[config.mk]
export PLATFORM = sky130hd
export DESIGN_NAME = ex_mem_stage
export DESIGN_NICKNAME = d
export VERILOG_FILES = /design/src/rtl/ex_mem_stage.sv
export SDC_FILE = /design/constraint.sdc
export NUM_CORES = 1
export LEC_CHECK = 0
export ABC_AREA = 1
export CORE_ASPECT_RATIO = 0.9
export CORE_MARGIN = 5
export CORE_UTILIZATION = 47
export CTS_CLUSTER_SIZE = 12
export DETAILED_ROUTE_END_ITERATION = 8
export GPL_ROUTABILITY_DRIVEN = 0
export PLACE_DENSITY = 0.87
export SLEW_MARGIN = 20
export SYNTH_ARGS = -nofsm -noshare
export SYNTH_HDL_FRONTEND = slang
export SYNTH_SLANG_ARGS = --single-unit
[constraint.sdc]
create_clock -name clk -period 4.03 [get_ports clk]
set_input_delay 0.806 -clock clk [delete_from_list [all_inputs] [get_ports clk]]
set_output_delay 0.806 -clock clk [all_outputs]
set_load 0.01 [all_outputs]
[src/rtl/ex_mem_stage.sv]
// rtl/ex_mem_stage.sv - EX/MEM pipeline register with store encode, load extract and writeback select
//
// Sits between the execute-stage ALU and the data memory / writeback path.
// Ports:
//   clk, rst_n                  clock, asynchronous active-low reset
//   in_valid, stall, flush      pipeline control (flush > stall > advance)
//   alu_out, rs2_data, funct3   ALU result / effective address, store data, width field
//   is_load, is_store           memory operation type
//   rd, reg_wen, wb_sel         destination register, write enable, writeback source
//   pc_plus4                    link value for jumps
//   dmem_rdata                  same-cycle read data at mem_addr
//   mem_addr, mem_wdata, mem_we registered memory request
//   out_valid, out_rd           registered stage valid and destination
//   out_reg_wen                 registered write enable, gated by misalignment
//   misalign_err                registered misaligned-access flag
//   wb_data                     combinational writeback value
module ex_mem_stage #(
    parameter int XLEN = 32
) (
    input  logic            clk,
    input  logic            rst_n,
    input  logic            in_valid,
    input  logic            stall,
    input  logic            flush,
    input  logic [XLEN-1:0] alu_out,
    input  logic [XLEN-1:0] rs2_data,
    input  logic [2:0]      funct3,
    input  logic            is_load,
    input  logic            is_store,
    input  logic [4:0]      rd,
    input  logic            reg_wen,
    input  logic [1:0]      wb_sel,
    input  logic [XLEN-1:0] pc_plus4,
    input  logic [XLEN-1:0] dmem_rdata,
    output logic [XLEN-1:0] mem_addr,
    output logic [XLEN-1:0] mem_wdata,
    output logic [3:0]      mem_we,
    output logic            out_valid,
    output logic [4:0]      out_rd,
    output logic            out_reg_wen,
    output logic            misalign_err,
    output logic [XLEN-1:0] wb_data
);

    logic [XLEN-1:0] mem_addr_q, mem_addr_d;
    logic [XLEN-1:0] mem_wdata_q, mem_wdata_d;
    logic [3:0]      mem_we_q, mem_we_d;
    logic            out_valid_q, out_valid_d;
    logic [4:0]      out_rd_q, out_rd_d;
    logic            out_reg_wen_q, out_reg_wen_d;
    logic            misalign_err_q, misalign_err_d;
    logic [2:0]      funct3_q, funct3_d;
    logic [1:0]      addr_lo_q, addr_lo_d;
    logic [1:0]      wb_sel_q, wb_sel_d;
    logic [XLEN-1:0] pc_plus4_q, pc_plus4_d;

    logic            misaligned;
    logic [XLEN-1:0] st_wdata;
    logic [3:0]      st_we;

    // Store encode and misalignment detection on the incoming instruction.
    always_comb begin
        misaligned = in_valid & (is_load | is_store) &
                     (((funct3[1:0] == 2'b01) & alu_out[0]) |
                      ((funct3[1:0] == 2'b10) & (alu_out[1:0] != 2'b00)));
        st_wdata = rs2_data;
        st_we    = 4'b0000;
        case (funct3[1:0])
            2'b00: begin
                st_wdata = {4{rs2_data[7:0]}};
                st_we    = 4'b0001 << alu_out[1:0];
            end
            2'b01: begin
                st_wdata = {2{rs2_data[15:0]}};
                st_we    = alu_out[1] ? 4'b1100 : 4'b0011;
            end
            2'b10: begin
                st_wdata = rs2_data;
                st_we    = 4'b1111;
            end
            default: begin
                st_wdata = rs2_data;
                st_we    = 4'b0000;
            end
        endcase
        // Only a valid, aligned store may touch memory.
        if (!(in_valid & is_store & !misaligned)) begin
            st_we = 4'b0000;
        end
    end

    // Next-state: flush empties the stage but keeps the data fields.
    always_comb begin
        mem_addr_d     = mem_addr_q;
        mem_wdata_d    = mem_wdata_q;
        mem_we_d       = mem_we_q;
        out_valid_d    = out_valid_q;
        out_rd_d       = out_rd_q;
        out_reg_wen_d  = out_reg_wen_q;
        misalign_err_d = misalign_err_q;
        funct3_d       = funct3_q;
        addr_lo_d      = addr_lo_q;
        wb_sel_d       = wb_sel_q;
        pc_plus4_d     = pc_plus4_q;
        if (flush) begin
            out_valid_d    = 1'b0;
            mem_we_d       = 4'b0000;
            out_reg_wen_d  = 1'b0;
            misalign_err_d = 1'b0;
        end else if (!stall) begin
            mem_addr_d     = alu_out;
            mem_wdata_d    = st_wdata;
            mem_we_d       = st_we;
            out_valid_d    = in_valid;
            out_rd_d       = rd;
            out_reg_wen_d  = in_valid & reg_wen & !misaligned;
            misalign_err_d = misaligned;
            funct3_d       = funct3;
            addr_lo_d      = alu_out[1:0];
            wb_sel_d       = wb_sel;
            pc_plus4_d     = pc_plus4;
        end
    end

    always_ff @(posedge clk or negedge rst_n) begin
        if (!rst_n) begin
            mem_addr_q     <= '0;
            mem_wdata_q    <= '0;
            mem_we_q       <= 4'b0000;
            out_valid_q    <= 1'b0;
            out_rd_q       <= 5'd0;
            out_reg_wen_q  <= 1'b0;
            misalign_err_q <= 1'b0;
            funct3_q       <= 3'd0;
            addr_lo_q      <= 2'd0;
            wb_sel_q       <= 2'd0;
            pc_plus4_q     <= '0;
        end else begin
            mem_addr_q     <= mem_addr_d;
            mem_wdata_q    <= mem_wdata_d;
            mem_we_q       <= mem_we_d;
            out_valid_q    <= out_valid_d;
            out_rd_q       <= out_rd_d;
            out_reg_wen_q  <= out_reg_wen_d;
            misalign_err_q <= misalign_err_d;
            funct3_q       <= funct3_d;
            addr_lo_q      <= addr_lo_d;
            wb_sel_q       <= wb_sel_d;
            pc_plus4_q     <= pc_plus4_d;
        end
    end

    // Load extract from the same-cycle memory word.
    logic [7:0]      ld_byte;
    logic [15:0]     ld_half;
    logic [XLEN-1:0] ld_data;

    always_comb begin
        case (addr_lo_q)
            2'd0:    ld_byte = dmem_rdata[7:0];
            2'd1:    ld_byte = dmem_rdata[15:8];
            2'd2:    ld_byte = dmem_rdata[23:16];
            default: ld_byte = dmem_rdata[31:24];
        endcase
        ld_half = addr_lo_q[1] ? dmem_rdata[31:16] : dmem_rdata[15:0];
        case (funct3_q)
            3'b000:  ld_data = {{24{ld_byte[7]}}, ld_byte};
            3'b100:  ld_data = {24'd0, ld_byte};
            3'b001:  ld_data = {{16{ld_half[15]}}, ld_half};
            3'b101:  ld_data = {16'd0, ld_half};
            3'b010:  ld_data = dmem_rdata;
            default: ld_data = '0;
        endcase
        case (wb_sel_q)
            2'd0:    wb_data = mem_addr_q;
            2'd1:    wb_data = ld_data;
            2'd2:    wb_data = pc_plus4_q;
            default: wb_data = '0;
        endcase
    end

    assign mem_addr     = mem_addr_q;
    assign mem_wdata    = mem_wdata_q;
    assign mem_we       = mem_we_q;
    assign out_valid    = out_valid_q;
    assign out_rd       = out_rd_q;
    assign out_reg_wen  = out_reg_wen_q;
    assign misalign_err = misalign_err_q;

endmodule

==> results of run 1 <==
## report_power, final
group          total [W]  internal (W)  switching (W)  leakage (nW)
Combinational    0.00111      0.000555       0.000560          2.75
Sequential       0.00138       0.00128      0.0000997          1.39
Clock            0.00166       0.00114       0.000520         0.312
## metrics by stage
step           hold WS, ns  cells  area (µm²)  total power [W]
2_1_floorplan        0.442    859        5990          0.00186
3_5_place_dp         0.458   1242        8610          0.00250
4_1_cts              0.450   1273        9260          0.00416
6_report             0.432   1274        9260          0.00415
5_1_grt              0.472   1273        9260          0.00435
3_3_place_gp         0.453   1242        8610          0.00248
## logic make-up after synthesis
group / synth area share, %
DFF: 47.2
AOI/OAI and AO/OA: 9.30
and+or+nand+nor: 36.4
buffers and inverters: 7.04
## cells in the mapped netlist
| library cell | number | area [µm²] |
|---|---|---|
| buf_1 | 1 | 3.75 |
| buf_6 | 3 | 33.8 |
| nor3_1 | 1 | 5.00 |
| nor2_1 | 38 | 143 |
| nor2_4 | 1 | 11.3 |
| o21ai_0 | 44 | 220 |
| nand3_2 | 2 | 20.0 |
| inv_2 | 11 | 41.3 |
| clkbuf_1 | 17 | 63.8 |
| nand2_2 | 3 | 18.8 |
| nand4_1 | 6 | 37.5 |
| o22ai_1 | 7 | 43.8 |
| a21oi_1 | 23 | 115 |
| a22o_1 | 1 | 8.76 |
| or2_1 | 2 | 12.5 |
| o21ai_1 | 16 | 80.1 |
| nor2_2 | 2 | 12.5 |
| buf_4 | 1 | 7.51 |
| nand2_1 | 429 | 1610 |
| inv_1 | 47 | 176 |
| o211ai_1 | 6 | 45.0 |
| a31oi_1 | 7 | 43.8 |
| dfrtp_1 | 113 | 2830 |
| nand3_1 | 56 | 280 |
| nor3_2 | 3 | 30.0 |
| buf_2 | 19 | 95.1 |
## sequential cells by signal, indices dropped and copies added (netlist names)
name / cells
mem_addr: 32
wb_sel_q: 2
funct3_q: 3
mem_wdata: 32
out_rd: 5
misalign_err: 1
out_valid: 1
pc_plus4_q: 32
out_reg_wen: 1
mem_we: 4
## area by class of cell
class                           count  area share, %
Antenna cell                        1         0.0270
Clock buffer                       22           5.12
Clock inverter                      9           1.93
Inverter                           58           2.35
Multi-Input combinational cell    647           29.7
Sequential cell                   113           30.5
Tap cell                          164           2.22
Timing Repair Buffer              260           28.1
## metal layers
metal	global-route usage, %	up-vias
met5	0	-
met4	12.5	0
met3	11.1	66
met2	43.2	347
met1	37.4	3148
li1	-	3184
## path summary, 6_finish.rpt
path | endpoint | slack (ns) | depth (start not counted)
min in group clk | mem_wdata[6]$_DFFE_PN0P_ | 0.47 | 2
setup / recovery | wb_data[9] | 0.31 | 8
max in group asynchronous | pc_plus4_q[4]$_DFFE_PN0P_ | 2.79 | 2
hold / removal | mem_addr[13]$_DFFE_PN0P_ | 0.43 | 1
hold reg to reg | mem_wdata[6]$_DFFE_PN0P_ | 0.47 | 2
setup reg to reg | mem_addr[1]$_DFFE_PN0P_ | 2.79 | 2
==> impl_metrics.py, run 1 <==
metrics = {
    "placement": {
        "place_hpwl_um": 15600,
        "pre_cts_ws_ns": 0.361,
        "numPortBuffers": 253,
    },
    "final_layout": {
        "register_area_um2": 2830,
        "synthToLayoutAreaGrowth_pct": 54.7,
        "layout.nets": 1243,
        "final_cell_mix": "429 x nand2_1, 252 x clkdlybuf4s50_1, 113 x dfrtp_1",
        "nFillCells": 998,
        "multi_input_area_um2": 2750,
        "final_common_cell": "nand2_1",
        "drive_above_1_share_pct": 5.59,
        "fin_util_pct": 73.6,
    },
    "hold_path": {
        "min_path_type": "input port to async pin",
    },
    "logic_synthesis": {
        "synthCells": 859,
        "syn_nets": 1005,
        "synth_area_um2": 5990,
        "syn_avg_cell_area_um2": 6.97,
        "synth-seq-cells": 113,
        "yosysSeqAreaShare_pct": 47.2,
        "yosys_warnings": 0,
        "yosys.cell_types.count": 26,
    },
    "floorplanning": {
        "row_count": 39,
        "fp.dieArea_um2": 15100,
        "initial_utilization_pct": 47.6,
        "die_h_um": 117,
        "core_um2": 12600,
        "die_w_um": 129,
        "ioPinCount": 254,
    },
    "clocking": {
        "cts_made_buffers": 17,
        "insertion_delay_ns": 0.41,
        "cts.clk_slew.worst_paths_ns": 0.05,
        "clockBufferDepth": 2,
        "cts_hold_buf": 0,
        "post_cts_buffers": 0,
        "cts_num_sinks": 113,
        "cts_root_buf": "clkbuf_16",
        "htreeDepth": 4,
        "cts_resized": 0,
        "cts_tree": "done",
    },
    "sta": {
        "fmax_mhz": 269,
        "rsz0062_at_grt": "no",
        "setup_viol_count_final": 0,
        "maxSlewHeadroom_pct": 43.8,
        "skew_ns": 0,
        "drv_slew": 0,
        "min_period_over_period_pct": 92.3,
        "tightest_slew_ns": 0.841,
        "fin_ws_ns": 0.310,
        "hold_viol_final": 0,
        "finalCriticalPeriod_ns": 3.72,
        "tns_ns": 0,
    },
    "drt": {
        "vias_per_cell": 5.29,
        "met1Wirelength_um": 8610,
        "wl_met2_um": 9620,
        "drt-wirelength-per-cell_um": 16.9,
        "wl_um": 21500,
        "wl_met3_um": 2440,
        "routed.top_layer": "met4",
        "drtIter0Drc": 646,
        "firstDrtPassIters": 5,
        "drc": 0,
        "vias": 6745,
        "ant_nets": 0,
    },
    "critical_path": {
        "path_buf_inv": 2,
        "crit_top_cell": "nand3_1",
        "cp.required_ns": 3.22,
        "cp_top_family": "simple AND/OR/NAND/NOR gates",
        "worstPathMaxFanout": 24,
        "path_cells": "clkdlybuf4s50_1, nand2_1, nand3_1, nand3_2, nand3_1, nand2_1, nand3_1, clkdlybuf4s50_1",
        "r2r-start": "mem_addr[1]$_DFFE_PN0P_",
        "slowest_stage": "clkdlybuf4s50_1",
        "setup.worst_path.class": "input port to primary output",
        "startpoint": "dmem_rdata[23]",
        "end_kind": "primary output",
        "setup.worst_path.start_class": "input port",
        "max_stage_delay_ns": 0.55,
        "crit_arrival_ns": 2.91,
    },
    "grt": {
        "grt_pass1_wl_um": 33500,
        "gr-total-overflow": 0,
        "grt_max_degree": 64,
        "antenna_found_initial": 0,
        "grt_pass1_vias": 6502,
        "grt.total_usage_pct": 28.8,
    },
    "power": {
        "p_per_area_nw_per_um2": 448,
        "vdd_drop_max_v": 0.000310,
        "power_leakage_nw": 4.45,
    },
    "run": {
        "maxCapViolations": 0,
    },
    "outcome": {
        "status": "finished, final reports clean",
    },
}
(Power assumes the default switching activity.)
==> inputs of run 2 (changes only) <==
--- a/config.mk
+++ b/config.mk
@@ -8,11 +8,11 @@
 export ABC_AREA = 1
 export CORE_ASPECT_RATIO = 0.9
 export CORE_MARGIN = 5
-export CORE_UTILIZATION = 47
+export CORE_UTILIZATION = 39
 export CTS_CLUSTER_SIZE = 12
 export DETAILED_ROUTE_END_ITERATION = 8
 export GPL_ROUTABILITY_DRIVEN = 0
-export PLACE_DENSITY = 0.87
+export PLACE_DENSITY = 0.77
 export SLEW_MARGIN = 20
 export SYNTH_ARGS = -nofsm -noshare
 export SYNTH_HDL_FRONTEND = slang
==> constraint.sdc (replaced) <==
create_clock -name clk -period 3.2 [get_ports clk]
set_input_delay 0.64 -clock clk [delete_from_list [all_inputs] [get_ports clk]]
set_output_delay 0.64 -clock clk [all_outputs]
set_load 0.01 [all_outputs]
==> run 2 against run 1 <==
  * Sequential share of layout area is 0.11 points lower
  * Critical path depth is 1 higher
  * First-iteration DRC count is 13% lower
  * Combinational power is 28% higher
  * Die area is 19% higher
  * Via count is 2.1% lower
  * Total power is 21% higher
==> impl_metrics.py, run 2 (synthesis results as in run 1) <==
metrics = {
    "outcome": {
        "status": "finished, final reports clean",
    },
    "clocking": {
        "clockBufferDepth": 2,
        "cts_resized": 0,
        "cts_root_buf": "clkbuf_16",
        "insertion_delay_ns": 0.41,
        "cts_num_sinks": 113,
        "htreeDepth": 4,
        "cts.clk_slew.worst_paths_ns": 0.06,
        "cts_made_buffers": 17,
        "cts_hold_buf": 0,
        "cts_tree": "done",
        "post_cts_buffers": 0,
    },
    "floorplanning": {
        "ioPinCount": 254,
        "initial_utilization_pct": 39.3,
        "fp.dieArea_um2": 17900,
        "core_um2": 15200,
        "die_h_um": 128,
        "row_count": 43,
        "die_w_um": 141,
    },
    "drt": {
        "ant_nets": 0,
        "vias_per_cell": 5.01,
        "drc": 0,
        "firstDrtPassIters": 5,
        "drtIter0Drc": 560,
        "wl_um": 22000,
        "vias": 6603,
        "drt-wirelength-per-cell_um": 16.7,
    },
    "critical_path": {
        "path_buf_inv": 3,
        "r2r_slack_ns": 2.29,
        "max_stage_delay_ns": 0.56,
        "crit_arrival_ns": 2.45,
        "cp_top_family": "buffers and inverters",
        "worstPathMaxFanout": 7,
        "r2r-start": "mem_addr[0]$_DFFE_PN0P_",
        "setup.worst_path.class": "input port to primary output",
        "rr_worst_depth": 2,
        "end_kind": "primary output",
        "slowest_stage": "clkdlybuf4s50_1",
        "crit_top_cell": "nand3_1",
        "cp.required_ns": 2.56,
        "setup.worst_path.start_class": "input port",
        "path_cells": "clkdlybuf4s50_1, nand2_1, nand3_1, nand3_2, buf_4, nand3_1, nand2_1, nand3_1, clkdlybuf4s50_1",
        "timing.rr.end": "mem_addr[0]$_DFFE_PN0P_",
    },
    "sta": {
        "setup_viol_count_final": 0,
        "fmax_mhz": 323,
        "tightest_slew_ns": 0.540,
        "tns_ns": 0,
        "finalCriticalPeriod_ns": 3.09,
        "hold_viol_final": 0,
        "maxSlewHeadroom_pct": 64.0,
        "min_period_over_period_pct": 96.6,
        "rsz0062_at_grt": "no",
        "drv_slew": 0,
        "skew_ns": 0,
    },
    "final_layout": {
        "nFillCells": 1396,
        "fin_cells": 1318,
        "final_cell_mix": "429 x nand2_1, 252 x clkdlybuf4s50_1, 112 x dfrtp_1",
        "layout.nets": 1248,
        "fin_util_pct": 61.1,
        "final_common_cell": "nand2_1",
        "drive_above_1_share_pct": 6.37,
        "synthToLayoutAreaGrowth_pct": 55.4,
    },
    "grt": {
        "grt.total_usage_pct": 24.3,
        "grt_max_degree": 120,
        "grt_pass1_wl_um": 34300,
        "gr-total-overflow": 0,
        "antenna_found_initial": 1,
        "grt_pass1_vias": 6427,
    },
    "power": {
        "finalPower_w": 0.00503,
        "p_per_area_nw_per_um2": 541,
        "vdd_drop_max_v": 0.000362,
        "power_leakage_nw": 4.44,
    },
    "placement": {
        "place_hpwl_um": 16000,
        "dp.cells": 1285,
        "numPortBuffers": 253,
    },
    "hold_path": {
        "min_path_type": "input port to async pin",
    },
    "run": {
        "maxCapViolations": 0,
    },
}
[run 2: cell count changes in the layout (fill, tap and decap cells not counted), sizes merged]
cell    previous run  this run
buf                8        13
bufinv             5         2
inv               58        59
clkinv             2         7
clkbuf            22        20
[run 2: worst max-delay path by stage]
stage / start / slack (ns) / depth (start not counted) / to
after global placement: dmem_rdata[31] / 0.17 / 9 / wb_data[21]
after floorplan: dmem_rdata[23] / 1.24 / 7 / wb_data[12]
after detailed placement: dmem_rdata[23] / 0.13 / 9 / wb_data[11]
after global routing: funct3_q[1]$_DFFE_PN0P_ / 0.006 / 7 / wb_data[19]
final: dmem_rdata[23] / 0.11 / 9 / wb_data[31]
after CTS: mem_addr[1]$_DFFE_PN0P_ / 0.004 / 10 / wb_data[3]
[run 2: layer usage]
metal / track usage [%] / wire length (µm)
met1: 30.8 / 9110
met4: 7.41 / 434
met5: 0 / 0
met3: 10.0 / 2460
met2: 38.2 / 10000
[run 2: worst reg2reg max path, cell delays in order, from the launching register on]
cell and delay [ns]:
dfrtp_1 0.51, inv_2 0.15, o21ai_0 0.17
[run 2: power by group]
part	switching, W	internal (W)	total (W)
Combinational	0.000713	0.000707	0.00142
Sequential	0.000122	0.00161	0.00173
Clock	0.000692	0.00119	0.00188
Total	0.00153	0.00350	0.00503
[run 2: layout make-up]
cell class	instances	area, µm²	share of cell area [%]
repair buffers	265	2650	28.5
multi-input cells	647	2750	29.6
well taps	202	253	2.72
diodes	1	2.50	0.0269
clock inverters	12	134	1.44
flip-flops and latches	113	2830	30.4
inverters	58	225	2.42
clock buffers	20	457	4.91
[run 2: stage by stage]
step           hold WS (ns)  setup WS, ns  cell area, µm²
6_report             0.0809         0.108            9300
5_1_grt              0.0693       0.00552            9300
4_1_cts              0.0690       0.00387            9280
3_5_place_dp          0.457         0.131            8690
3_3_place_gp          0.453         0.174            8690
2_1_floorplan         0.344          1.24            5990
==> inputs of run 3 (changes only) <==
==> constraint.sdc (replaced) <==
create_clock -name clk -period 2.8 [get_ports clk]
set_input_delay 0.56 -clock clk [delete_from_list [all_inputs] [get_ports clk]]
set_output_delay 0.56 -clock clk [all_outputs]
set_load 0.01 [all_outputs]
==> run 3 against run 2 <==
  * Clock-buffer cell count is 1 higher
  * Sequential power increased by 14%
  * Clock skew did not move
  * Total power increased by 16%
  * Core utilization increased by 1.4 points
  * Hold slack better by 0.041 ns
  * Largest power group unchanged
==> impl_metrics.py, run 3 (synthesis results as in run 1) <==
metrics = {
    "outcome": {
        "status": "finished, final reports clean",
    },
    "drt": {
        "met1Wirelength_um": 9310,
        "drtIter0Drc": 531,
        "drc": 0,
        "wl_met2_um": 10200,
        "ant_nets": 0,
        "firstDrtPassIters": 5,
        "wl_met3_um": 2670,
        "drt-wirelength-per-cell_um": 16.9,
        "routed.top_layer": "met4",
        "vias": 6800,
        "wl_um": 22600,
        "vias_per_cell": 5.10,
    },
    "power": {
        "p_per_area_nw_per_um2": 612,
        "power_leakage_nw": 4.68,
        "vdd_drop_max_v": 0.000457,
        "p_switching_w": 0.00177,
        "clockPowerShare_pct": 37.7,
        "switching_share_pct": 30.5,
        "cell_internal_pwr_w": 0.00405,
        "combinationalPowerShare_pct": 28.3,
        "finalPower_w": 0.00582,
        "p_seq_share_pct": 33.9,
    },
    "sta": {
        "tightest_slew_ns": 0.548,
        "fmax_mhz": 376,
        "min_period_over_period_pct": 95.1,
        "maxSlewHeadroom_pct": 63.4,
        "drv_slew": 0,
        "finalCriticalPeriod_ns": 2.66,
        "skew_ns": 0,
        "rsz0062_at_grt": "yes",
        "tns_ns": 0,
        "hold_viol_final": 0,
        "setup_viol_count_final": 0,
    },
    "clocking": {
        "cts_num_sinks": 113,
        "htreeDepth": 4,
        "clockBufferDepth": 2,
        "cts_hold_buf": 0,
        "cts_tree": "done",
        "cts.clk_slew.worst_paths_ns": 0.06,
        "cts_root_buf": "clkbuf_16",
        "cts_made_buffers": 17,
        "insertion_delay_ns": 0.41,
    },
    "final_layout": {
        "synthToLayoutAreaGrowth_pct": 58.9,
        "fin_util_pct": 62.5,
        "layout.nets": 1265,
        "fin_cells": 1334,
        "antenna_cells": 0,
        "nFillCells": 1346,
        "final_cell_mix": "429 x nand2_1, 220 x clkdlybuf4s50_1, 110 x dfrtp_1",
        "drive_above_1_share_pct": 8.39,
        "final_common_cell": "nand2_1",
    },
    "floorplanning": {
        "initial_utilization_pct": 39.3,
        "row_count": 43,
        "ioPinCount": 254,
        "core_um2": 15200,
        "fp.dieArea_um2": 17900,
        "die_w_um": 141,
        "die_h_um": 128,
    },
    "critical_path": {
        "path_cells": "buf_4, inv_4, nand2_1, nand3_1, nand3_2, buf_4, nand3_1, nand2_1, nand3_1, dlygate4sd2_1",
        "end_kind": "primary output",
        "setup.worst_path.start_class": "flip-flop",
        "worstPathMaxFanout": 11,
        "max_stage_delay_ns": 0.45,
        "crit_top_cell": "nand3_1",
        "crit_arrival_ns": 2.10,
        "setup.worst_path.class": "flip-flop to primary output",
        "slowest_stage": "dfrtp_2",
        "cp.required_ns": 2.24,
    },
    "grt": {
        "antenna_found_initial": 0,
        "grt_pass1_vias": 6679,
        "gr-total-overflow": 0,
        "grt_max_degree": 120,
        "grt_pass1_wl_um": 35400,
        "grt.total_usage_pct": 25.1,
    },
    "placement": {
        "dp.cells": 1290,
        "numPortBuffers": 253,
        "place_hpwl_um": 16400,
    },
    "hold_path": {
        "min_path_type": "input port to async pin",
    },
    "run": {
        "maxCapViolations": 0,
    },
}
==> run 3: cell count changes in the layout (fill, tap and decap cells not counted), moves of 2 or more <==
cell	delta
dlygate4sd2_1	+17
nor2_4	+2
dfrtp_1	-2
clkbuf_8	+2
dfrtp_2	+2
clkdlybuf4s15_1	+9
buf_12	+4
buf_4	+12
nor2_1	-2
dlymetal6s2s_1	+5
clkinv_4	-2
clkdlybuf4s50_1	-32
==> run 3: path summary, 6_finish.rpt <==
path	startpoint	slack [ns]	endpoint	depth (start not counted)
max in group asynchronous	rst_n	1.93	mem_addr[0]$_DFFE_PN0P_	2
setup / recovery	mem_addr[1]$_DFFE_PN0P_	0.14	wb_data[16]	10
setup reg to reg	mem_addr[1]$_DFFE_PN0P_	1.86	mem_addr[1]$_DFFE_PN0P_	3
min in group clk	pc_plus4_q[18]$_DFFE_PN0P_	0.47	pc_plus4_q[18]$_DFFE_PN0P_	2
hold reg to reg	pc_plus4_q[18]$_DFFE_PN0P_	0.47	pc_plus4_q[18]$_DFFE_PN0P_	2
hold / removal	rst_n	0.12	mem_addr[27]$_DFFE_PN0P_	1
==> run 3: layer usage <==
layer / track usage, % / vias to the layer above
met5: 0 / -
li1: - / 3233
met3: 9.58 / 37
met1: 32.4 / 3165
met4: 7.69 / 0
met2: 39.2 / 365
==> run 3: timing repair <==
action / 4_1_cts / 5_1_grt
cloned: 1 / 0
pin swaps: 1 / 2
endpoints found under the setup margin: 32 / 5
endpoints found under the hold margin: 0 / 0
buffers inserted: 6 / 5
gates resized for setup: 36 / 23
==> run 3: per-stage QoR <==
step	setup WS [ns]	hold WS, ns	instance area, µm²
floorplan	0.999	0.264	5990
global placement	-0.0533	0.453	8760
detailed placement	-0.0822	0.458	8760
CTS	-0.0148	0.131	9420
global route	-0.0185	0.154	9520
finish	0.137	0.121	9520
==> run 3: worst max-delay path, delay by kind of cell, from the launching register on <==
family | cells | cell delay (ns)
and+or+nand+nor | 6 | 0.51
DFF | 1 | 0.45
buffers and inverters | 4 | 0.72
==> run 3: power by group through the flow <==
stage | combinational [W] | sequential, W | clock (W)
final | 0.00165 | 0.00198 | 0.00220
after global placement | 0.00162 | 0.00199 | 0
after CTS | 0.00162 | 0.00198 | 0.00222
after detailed placement | 0.00164 | 0.00200 | 0
after global routing | 0.00181 | 0.00200 | 0.00231
after floorplan | 0.000641 | 0.00204 | 0
==> run 3: layout make-up <==
class | instances | area, µm² | area share [%]
multi-input combinational | 647 | 2790 | 29.3
tap | 202 | 253 | 2.66
sequential | 113 | 2830 | 29.8
clock inverter | 11 | 128 | 1.34
timing repair buffer | 281 | 2810 | 29.5
timing repair inverter | 1 | 3.75 | 0.0394
clock buffer | 21 | 480 | 5.05
inverter | 58 | 225 | 2.37
